[config.mk]
export PLATFORM = sky130hd
export DESIGN_NAME = sram_port_arbiter
export DESIGN_NICKNAME = d
export VERILOG_FILES = /design/src/rtl/sram_arb_pkg.sv /design/src/rtl/sram_ring_ptr.sv /design/src/rtl/sram_port_arbiter.sv
export SDC_FILE = /design/constraint.sdc
export NUM_CORES = 1
export LEC_CHECK = 0
export CELL_PAD_IN_SITES_DETAIL_PLACEMENT = 0
export CELL_PAD_IN_SITES_GLOBAL_PLACEMENT = 2
export CORE_ASPECT_RATIO = 0.8
export CORE_MARGIN = 5
export CORE_UTILIZATION = 31
export CTS_CLUSTER_SIZE = 40
export DETAILED_ROUTE_END_ITERATION = 8
export GPL_ROUTABILITY_DRIVEN = 0
export MAX_ROUTING_LAYER = met4
export PLACE_DENSITY_LB_ADDON = 0.3
export SYNTH_ARGS = -nofsm -noshare
export SYNTH_HDL_FRONTEND = slang
export SYNTH_SLANG_ARGS = --single-unit
[constraint.sdc]
create_clock -name clk -period 2.6 [get_ports clk]
set_clock_uncertainty 0.2 [all_clocks]
set_input_delay 0.65 -clock clk [delete_from_list [all_inputs] [get_ports clk]]
set_output_delay 0.65 -clock clk [all_outputs]
set_load 0.02 [all_outputs]
[src/rtl/sram_arb_pkg.sv]
// Shared types and default address map for the SRAM port arbiter.
package sram_arb_pkg;

    typedef enum logic [2:0] {IDLE, LO, GAP, HI, DONE} arb_state_t;
    typedef enum logic {GNT_WRITE, GNT_READ} grant_t;

    localparam logic [15:0] DEF_START_ADDR = 16'h0000;
    localparam logic [15:0] DEF_LAST_ADDR  = 16'h1b90;
    localparam logic [15:0] DEF_ADDR_STEP  = 16'd16;
    localparam logic [15:0] DEF_RD_OFFSET  = 16'h0020;

    // Next word base; wraps early so the high half never lands past last.
    function automatic logic [15:0] ring_next(input logic [15:0] ptr,
                                              input logic [15:0] start,
                                              input logic [15:0] last,
                                              input logic [15:0] step);
        logic [15:0] nxt;
        logic [16:0] top;
        nxt = ptr + (step << 1);
        top = {1'b0, nxt} + {1'b0, step};
        if (top > {1'b0, last}) begin
            nxt = start;
        end
        return nxt;
    endfunction

endpackage

[src/rtl/sram_ring_ptr.sv]
// Circular buffer pointer: holds a word base address, advances one word per strobe.
module sram_ring_ptr
    import sram_arb_pkg::*;
#(
    parameter logic [15:0] RESET_VAL  = DEF_START_ADDR,
    parameter logic [15:0] START_ADDR = DEF_START_ADDR,
    parameter logic [15:0] LAST_ADDR  = DEF_LAST_ADDR,
    parameter logic [15:0] ADDR_STEP  = DEF_ADDR_STEP
) (
    input  logic        clk,
    input  logic        n_rst,
    input  logic        advance,
    output logic [15:0] ptr
);

    always_ff @(posedge clk or negedge n_rst) begin
        if (!n_rst) begin
            ptr <= RESET_VAL;
        end else if (advance) begin
            ptr <= ring_next(ptr, START_ADDR, LAST_ADDR, ADDR_STEP);
        end
    end

endmodule

[src/rtl/sram_port_arbiter.sv]
// Round-robin sharing of the 16-bit SRAM port between the 32-bit sample
// write and delayed-sample read channels; each transaction is two half-word accesses.
//
// state | meaning
// IDLE  | no transaction; arbitrate and grant when hold=0
// LO    | access low half at ptr
// GAP   | enables low between the two halves
// HI    | access high half at ptr + ADDR_STEP
// DONE  | ack/valid pulse, granted pointer advances
module sram_port_arbiter
    import sram_arb_pkg::*;
#(
    parameter logic [15:0] START_ADDR = DEF_START_ADDR,
    parameter logic [15:0] LAST_ADDR  = DEF_LAST_ADDR,
    parameter logic [15:0] ADDR_STEP  = DEF_ADDR_STEP,
    parameter logic [15:0] RD_OFFSET  = DEF_RD_OFFSET
) (
    input  logic        clk,
    input  logic        n_rst,
    input  logic        hold,
    input  logic        wr_req,
    input  logic [31:0] wr_data,
    output logic        wr_ack,
    input  logic        rd_req,
    output logic [31:0] rd_data,
    output logic        rd_valid,
    output logic        busy,
    output logic [15:0] sram_addr,
    output logic        sram_r_en,
    output logic        sram_w_en,
    output logic [15:0] sram_wdata,
    input  logic [15:0] sram_rdata
);

    localparam logic [15:0] RD_RESET = START_ADDR + RD_OFFSET;

    arb_state_t  state, state_nxt;
    grant_t      gnt, gnt_nxt;
    grant_t      rr_last, rr_last_nxt;
    logic        grant_now;
    logic [31:0] wr_buf;
    logic [15:0] rd_lo;
    logic [15:0] wr_ptr, rd_ptr, ptr_sel;
    logic        wr_adv, rd_adv;

    always_ff @(posedge clk or negedge n_rst) begin
        if (!n_rst) begin
            state    <= IDLE;
            gnt      <= GNT_WRITE;
            rr_last  <= GNT_READ;
            wr_buf   <= '0;
            rd_lo    <= '0;
            rd_data  <= '0;
            wr_ack   <= 1'b0;
            rd_valid <= 1'b0;
        end else begin
            state    <= state_nxt;
            gnt      <= gnt_nxt;
            rr_last  <= rr_last_nxt;
            if (grant_now && gnt_nxt == GNT_WRITE) begin
                wr_buf <= wr_data;
            end
            if (state == LO && gnt == GNT_READ) begin
                rd_lo <= sram_rdata;
            end
            if (state == HI && gnt == GNT_READ) begin
                rd_data <= {sram_rdata, rd_lo};
            end
            wr_ack   <= (state == HI) && (gnt == GNT_WRITE);
            rd_valid <= (state == HI) && (gnt == GNT_READ);
        end
    end

    always_comb begin
        state_nxt   = state;
        gnt_nxt     = gnt;
        rr_last_nxt = rr_last;
        grant_now   = 1'b0;
        unique case (state)
            IDLE: begin
                if (!hold && (wr_req || rd_req)) begin
                    grant_now = 1'b1;
                    state_nxt = LO;
                    // On contention the channel not served last wins.
                    if (wr_req && (!rd_req || rr_last == GNT_READ)) begin
                        gnt_nxt = GNT_WRITE;
                    end else begin
                        gnt_nxt = GNT_READ;
                    end
                    rr_last_nxt = gnt_nxt;
                end
            end
            LO:      state_nxt = GAP;
            GAP:     state_nxt = HI;
            HI:      state_nxt = DONE;
            DONE:    state_nxt = IDLE;
            default: state_nxt = IDLE;
        endcase
    end

    always_comb begin
        ptr_sel    = (gnt == GNT_WRITE) ? wr_ptr : rd_ptr;
        sram_addr  = START_ADDR;
        sram_r_en  = 1'b0;
        sram_w_en  = 1'b0;
        sram_wdata = '0;
        unique case (state)
            LO: begin
                sram_addr = ptr_sel;
                if (gnt == GNT_WRITE) begin
                    sram_w_en  = 1'b1;
                    sram_wdata = wr_buf[15:0];
                end else begin
                    sram_r_en = 1'b1;
                end
            end
            GAP: sram_addr = ptr_sel + ADDR_STEP;
            HI: begin
                sram_addr = ptr_sel + ADDR_STEP;
                if (gnt == GNT_WRITE) begin
                    sram_w_en  = 1'b1;
                    sram_wdata = wr_buf[31:16];
                end else begin
                    sram_r_en = 1'b1;
                end
            end
            default: sram_addr = START_ADDR;
        endcase
    end

    assign busy   = (state != IDLE);
    assign wr_adv = (state == DONE) && (gnt == GNT_WRITE);
    assign rd_adv = (state == DONE) && (gnt == GNT_READ);

    sram_ring_ptr #(
        .RESET_VAL  (START_ADDR),
        .START_ADDR (START_ADDR),
        .LAST_ADDR  (LAST_ADDR),
        .ADDR_STEP  (ADDR_STEP)
    ) u_wr_ptr (
        .clk     (clk),
        .n_rst   (n_rst),
        .advance (wr_adv),
        .ptr     (wr_ptr)
    );

    sram_ring_ptr #(
        .RESET_VAL  (RD_RESET),
        .START_ADDR (START_ADDR),
        .LAST_ADDR  (LAST_ADDR),
        .ADDR_STEP  (ADDR_STEP)
    ) u_rd_ptr (
        .clk     (clk),
        .n_rst   (n_rst),
        .advance (rd_adv),
        .ptr     (rd_ptr)
    );

endmodule

==> impl_metrics.py, run 1 <==
metrics = {
    "worst_setup_path": {
        "slowest_delay_ns": 0.43,
        "cp_data_arrival_time_ns": 1.67,
        "path_class": "flip-flop to output port",
        "cpMaxStageDelayCell": "dfrtp_1",
        "crit_chain": "buf_4 > or2_4 > nor2_1 > clkdlybuf4s15_1",
        "crit_buf_inv": 2,
        "cp_top_family": "buffers and inverters",
        "required_ns": 1.75,
        "critPathCaptureType": "output port",
        "critPathLaunchType": "flip-flop",
        "worstPathMaxFanout": 11,
    },
    "finish": {
        "finalNonFillerCells": 872,
        "area_growth_pct": 34.47,
        "fin_nets": 706,
        "drive_gt1_share_pct": 22.70,
        "final_cell_mix": "nand2_1 (122), dfrtp_1 (107), clkdlybuf4s50_1 (85), mux2_2 (48), nor2_1 (41)",
        "nFillCells": 1647,
        "num_antenna_cells": 0,
        "final_common_cell": "nand2_1",
    },
    "yosys": {
        "yosys_warnings": 0,
        "synth_edf_count": 0,
        "yosys.area.top_type": "dfrtp_1",
        "synth.avg_cell_area_um2": 10.17,
        "synth_area_leaders": "dfrtp_1 (51%), mux2_2 (10%), nand2_1 (8.7%), mux2i_1 (5.3%), nor2_1 (2.9%)",
        "synth_top_area_share_pct": 50.81,
        "ys_ff_latch": 109,
        "synth_ff_type": "dfrtp_1",
        "synth_cells": 518,
        "synth.distinct_cells": 58,
        "synth_seq_area_share_pct": 51.80,
        "synth_area_um2": 5270,
        "synthArstFlopShare_pct": 100.0,
    },
    "global_routing": {
        "grt_util_all_layers_pct": 14.10,
        "grt_antenna_before_repair": 0,
        "grt_remaining_overflow": 0,
        "grt_max_degree": 47,
        "grt_pass1_vias": 4101,
        "grt_pass1_wl_um": 21820,
    },
    "sta": {
        "hold_ws_ns": 0.04099,
        "worst_slack_ns": 0.08496,
        "maxSlewViolCount": 0,
        "fin_crit_sh_pct": 96.73,
        "finalSetupTns_ns": 0,
        "period_minus_slack_ns": 2.515,
        "timing.fmax_mhz": 397.6,
        "setup_viol": 0,
        "hold_violations": 0,
        "rsz0062_at_grt": "false",
    },
    "power_and_ir_drop": {
        "fin_total_pwr_mw": 7.660,
        "p_leak_nw": 3.297,
        "peakVddDrop_uv": 363.2,
        "powerDensity_nw_per_um2": 1081,
    },
    "die": {
        "die_height_um": 126.6,
        "die_w_um": 155.8,
        "initial_core_util_pct": 31.74,
        "fp.dieArea_um2": 19720,
        "row_count": 42,
        "core_um2": 16610,
        "io_pins": 122,
    },
    "flow_run": {
        "cap_viol_max_count": 0,
    },
    "detailed_routing": {
        "drt-pass1-iter-count": 4,
        "antenna_left": 0,
        "avgRoutedWirePerCell_um": 14.97,
        "routed_via_density": 4.688,
        "via_count": 4088,
        "drt-initial-drc-count": 168,
        "wirelength_um": 13060,
        "drcViolationCount": 0,
    },
    "clock_network": {
        "cts_tree": "built",
        "cts-root-buf": "clkbuf_16",
        "htree_levels": 3,
        "numCtsBuffers": 9,
        "cts_num_sinks": 109,
        "cts.clk_slew.worst_paths_ns": 0.08,
        "insertion_delay_ns": 0.35,
        "cts_max_path_buffers": 2,
    },
    "placement": {
        "dpl.hpwl_um": 9626,
        "dp_worst_setup_slack_ns": 0.04448,
        "io_buffers": 117,
        "placed_cells": 855,
    },
    "status": {
        "status": "completed",
    },
    "worst_hold_path": {
        "hold_class": "primary input to asynchronous set/reset pin",
    },
}
cell families after synthesis:
family	Yosys count	share of synthesized area, %
simple gates	220	18.42
flops	109	51.80
mux	76	15.57
compound gates	54	7.882
buf+inv	48	4.154
fa+ha+maj	6	1.424
xor+xnor	4	0.6647
other cells	1	0.07116
synthesized netlist by cell type, types with 2 or more instances:
cell type and instances:
a211o_1 4, mux2i_1 28, o21a_1 2, a22o_1 2
dfstp_2 2, o21ai_0 10, buf_2 7, or2_2 2
nor2b_1 3, a21oi_1 8, o211ai_1 6, nand3_1 7
o31ai_1 4, nor3_1 8, ha_1 6, mux2_2 48
or3_1 2, inv_1 9, nand4_1 4, o2111ai_1 3
and2_1 10, dfrtp_1 107, and3_1 4, buf_4 6
nand2_2 2, xnor2_1 4, clkbuf_1 15, nor2_1 41
nand2_1 122, nand2b_1 2, nor4_1 3, a21o_1 3
buf_1 9
power breakdown:
part / switching, mW / total, mW / internal (mW)
Sequential: 0.379 / 2.78 / 2.40
Clock: 0.723 / 1.43 / 0.702
Combinational: 1.75 / 3.45 / 1.70
routing by layer:
| metal | part of all wire, % | GRT usage (%) | vias up |
|---|---|---|---|
| li1 | - | - | 2009 |
| met1 | 49 | 19.58 | 1971 |
| met2 | 45 | 21.04 | 103 |
| met3 | 5.8 | 3.916 | 5 |
| met4 | 0.67 | 2.316 | 0 |
| met5 | 0 | - | - |
per-stage QoR:
stage                     area [um^2]  util, %
final                            7087    42.68
after global routing             7087    42.68
after CTS                        7141    43.00
after detailed placement         6838    41.18
after global placement           6838    41.18
after floorplan                  5281        -
state kept, by name, indices dropped and copies added (netlist names), 3 cells and up:
signal	flops
state	3
rd_lo	16
rd_data	32
u_rd_ptr.ptr	11
u_wr_ptr.ptr	11
wr_buf	32
worst reg2reg max path, delay by kind of cell (launching register included):
kind | cells | cell delay (ns)
fa+ha+maj | 1 | 0.31
flops | 1 | 0.43
simple gates | 1 | 0.20
compound gates | 5 | 0.85
buf+inv | 2 | 0.38
cell type report:
type | instances | area (um^2) | area share, %
clock buffers | 9 | 225.2 | 3.178
clock inverters | 7 | 93.84 | 1.324
inverters | 10 | 37.54 | 0.5297
multi-input cells | 364 | 2380 | 33.58
flip-flops and latches | 109 | 2730 | 38.52
well taps | 220 | 275.3 | 3.884
repair buffers | 153 | 1345 | 18.98
path summary, 6_finish.rpt:
path                            slack (ns)       startpoint  cells past startpoint               end
worst max-delay path                  0.08         state[2]                      4      sram_addr[9]
worst min-delay path                  0.04            n_rst                      1  u_wr_ptr.ptr[15]
worst max register to register        0.12  u_wr_ptr.ptr[6]                      9   u_wr_ptr.ptr[8]
worst min register to register        0.28       wr_buf[10]                      2        wr_buf[10]
max in group asynchronous             1.52            n_rst                      2        wr_buf[29]
min in group clk                      0.28       wr_buf[10]                      2        wr_buf[10]
timing repair:
item,CTS,global route
pin swaps,0,2
hold buffers,0,0
resized for setup,45,45
endpoints found under the hold margin,0,0
setup endpoints to repair,31,35
buffers inserted,0,1
Note: power is estimated with default switching activity, not from simulation.
==> run 2: changes to the inputs <==
- GPL_TIMING_DRIVEN: default -> 0
- SETUP_SLACK_MARGIN: default -> 0.1
==> run 2 against run 1 <==
Net effect:
- cell area rose by 5.2%
- cell count rose by 1.4%
- first-iteration DRC count rose by 48%
- largest power group unchanged
- wire length rose by 6.0%
- register-to-register slack improved by 0.08 ns
- sequential cell count did not move
- via count rose by 1.2%
- critical path type unchanged
- total power rose by 5.1%
- sequential power rose by 3%
- count of clock-buffer cells in the layout did not move
==> impl_metrics.py, run 2 (synthesized netlist as in run 1, its figures left out) <==
metrics = {
    "status": {
        "status": "completed",
    },
    "finish": {
        "fin_nets": 718,
        "nFillCells": 1627,
        "area_growth_pct": 41.50,
        "drive_gt1_share_pct": 27.11,
        "reg_top3": "rd_data: 32 flops, wr_buf: 32 flops, rd_lo: 16 flops",
        "final_cell_mix": "nand2_1 (122), dfrtp_1 (102), clkdlybuf4s50_1 (85), mux2_2 (48), nor2_1 (28)",
        "num_antenna_cells": 0,
        "final_common_cell": "nand2_1",
    },
    "sta": {
        "worstMarginPinSlew_ns": 0.7206,
        "setup_viol": 0,
        "timing.fmax_mhz": 397.8,
        "worst_slack_ns": 0.08644,
        "slew_headroom_pct": 51.96,
        "hold_violations": 0,
        "fin_crit_sh_pct": 96.68,
        "rsz0062_at_grt": "true",
        "finalSetupTns_ns": 0,
        "period_minus_slack_ns": 2.514,
        "maxSlewViolCount": 0,
    },
    "power_and_ir_drop": {
        "peakVddDrop_uv": 467.1,
        "powerDensity_nw_per_um2": 1079,
        "p_leak_nw": 3.359,
    },
    "die": {
        "row_count": 42,
        "die_w_um": 155.8,
        "fp.dieArea_um2": 19720,
        "die_height_um": 126.6,
        "initial_core_util_pct": 31.74,
        "io_pins": 122,
        "core_um2": 16610,
    },
    "clock_network": {
        "cts_hold_buf": 0,
        "cts.clk_slew.worst_paths_ns": 0.08,
        "cts_tree": "built",
        "htree_levels": 3,
        "numCtsBuffers": 9,
        "insertion_delay_ns": 0.35,
        "cts_num_sinks": 109,
        "cts_max_path_buffers": 2,
        "cts-root-buf": "clkbuf_16",
    },
    "global_routing": {
        "grt_pass1_vias": 4370,
        "grt_util_all_layers_pct": 14.64,
        "grt_max_degree": 58,
        "grt_remaining_overflow": 0,
        "grt_antenna_before_repair": 0,
        "grt_pass1_wl_um": 22480,
    },
    "worst_setup_path": {
        "crit_start": "state[1]",
        "required_ns": 1.75,
        "path_class": "flip-flop to output port",
        "worstPathMaxFanout": 10,
        "r2r_start": "u_rd_ptr.ptr[5]",
        "cp_data_arrival_time_ns": 1.66,
        "critPathLaunchType": "flip-flop",
        "critPathCaptureType": "output port",
    },
    "detailed_routing": {
        "drt-initial-drc-count": 249,
        "antenna_left": 0,
        "via_count": 4136,
        "avgRoutedWirePerCell_um": 15.65,
        "drt-pass1-iter-count": 4,
        "drcViolationCount": 0,
        "routed_via_density": 4.679,
        "wirelength_um": 13840,
    },
    "worst_hold_path": {
        "hold_class": "primary input to asynchronous set/reset pin",
    },
    "flow_run": {
        "cap_viol_max_count": 0,
    },
    "placement": {
        "dpl.hpwl_um": 9940,
        "dp_worst_setup_slack_ns": -0.7452,
        "io_buffers": 117,
    },
}
-- run 2: cell type report --
| class | count | area, um^2 | share of cell area [%] |
|---|---|---|---|
| multi-input cells | 365 | 2603 | 34.90 |
| repair buffers | 127 | 1212 | 16.26 |
| inverters | 10 | 37.54 | 0.5034 |
| well taps | 220 | 275.3 | 3.691 |
| clock inverters | 7 | 88.84 | 1.191 |
| plain buffers | 37 | 279.0 | 3.742 |
| flip-flops and latches | 109 | 2736 | 36.69 |
| clock buffers | 9 | 225.2 | 3.020 |
-- run 2: worst paths after layout --
kind,end,cells after the start,slack [ns]
max,sram_wdata[12],6,0.09
min,u_wr_ptr.ptr[11],1,0.13
max reg2reg,u_rd_ptr.ptr[9],9,0.20
min reg2reg,wr_buf[13],2,0.28
max in group asynchronous,rr_last,2,1.31
min in group clk,wr_buf[13],2,0.28
-- run 2: routing by layer --
metal	GRT usage (%)	part of all wire, %
met5	-	0
met4	3.603	0.27
met3	3.575	4.0
met2	21.98	46
met1	20.04	50
-- run 2: what timing repair did --
item	CTS	global route
setup endpoints to repair	75	63
pin swaps	1	8
buffers inserted	0	8
resized for setup	179	59
gates cloned	1	1
-- run 2: where the power goes --
part	switching [mW]	total (mW)	internal, mW
Clock	0.717	1.41	0.695
Combinational	1.87	3.77	1.90
Sequential	0.462	2.87	2.41
-- run 2: stage by stage --
stage          power [mW]  util (%)  std cells  area [um^2]  hold WS [ns]
2_1_floorplan       4.816         -        521         5281        0.1544
5_1_grt             8.582     44.91        884         7457        0.1713
3_5_place_dp        6.221     40.66        859         6753        0.2615
4_1_cts             7.769     42.92        875         7127        0.1465
3_3_place_gp        6.141     40.51        858         6728        0.2579
6_report            8.049     44.91        884         7457        0.1274
-- run 2: worst max-delay path: stages (launching register included) --
cell and delay, ns:
dfrtp_1 0.37, clkbuf_8 0.16, buf_8 0.16, buf_12 0.16, mux2i_4 0.19, nor2_4 0.14
buf_6 0.13
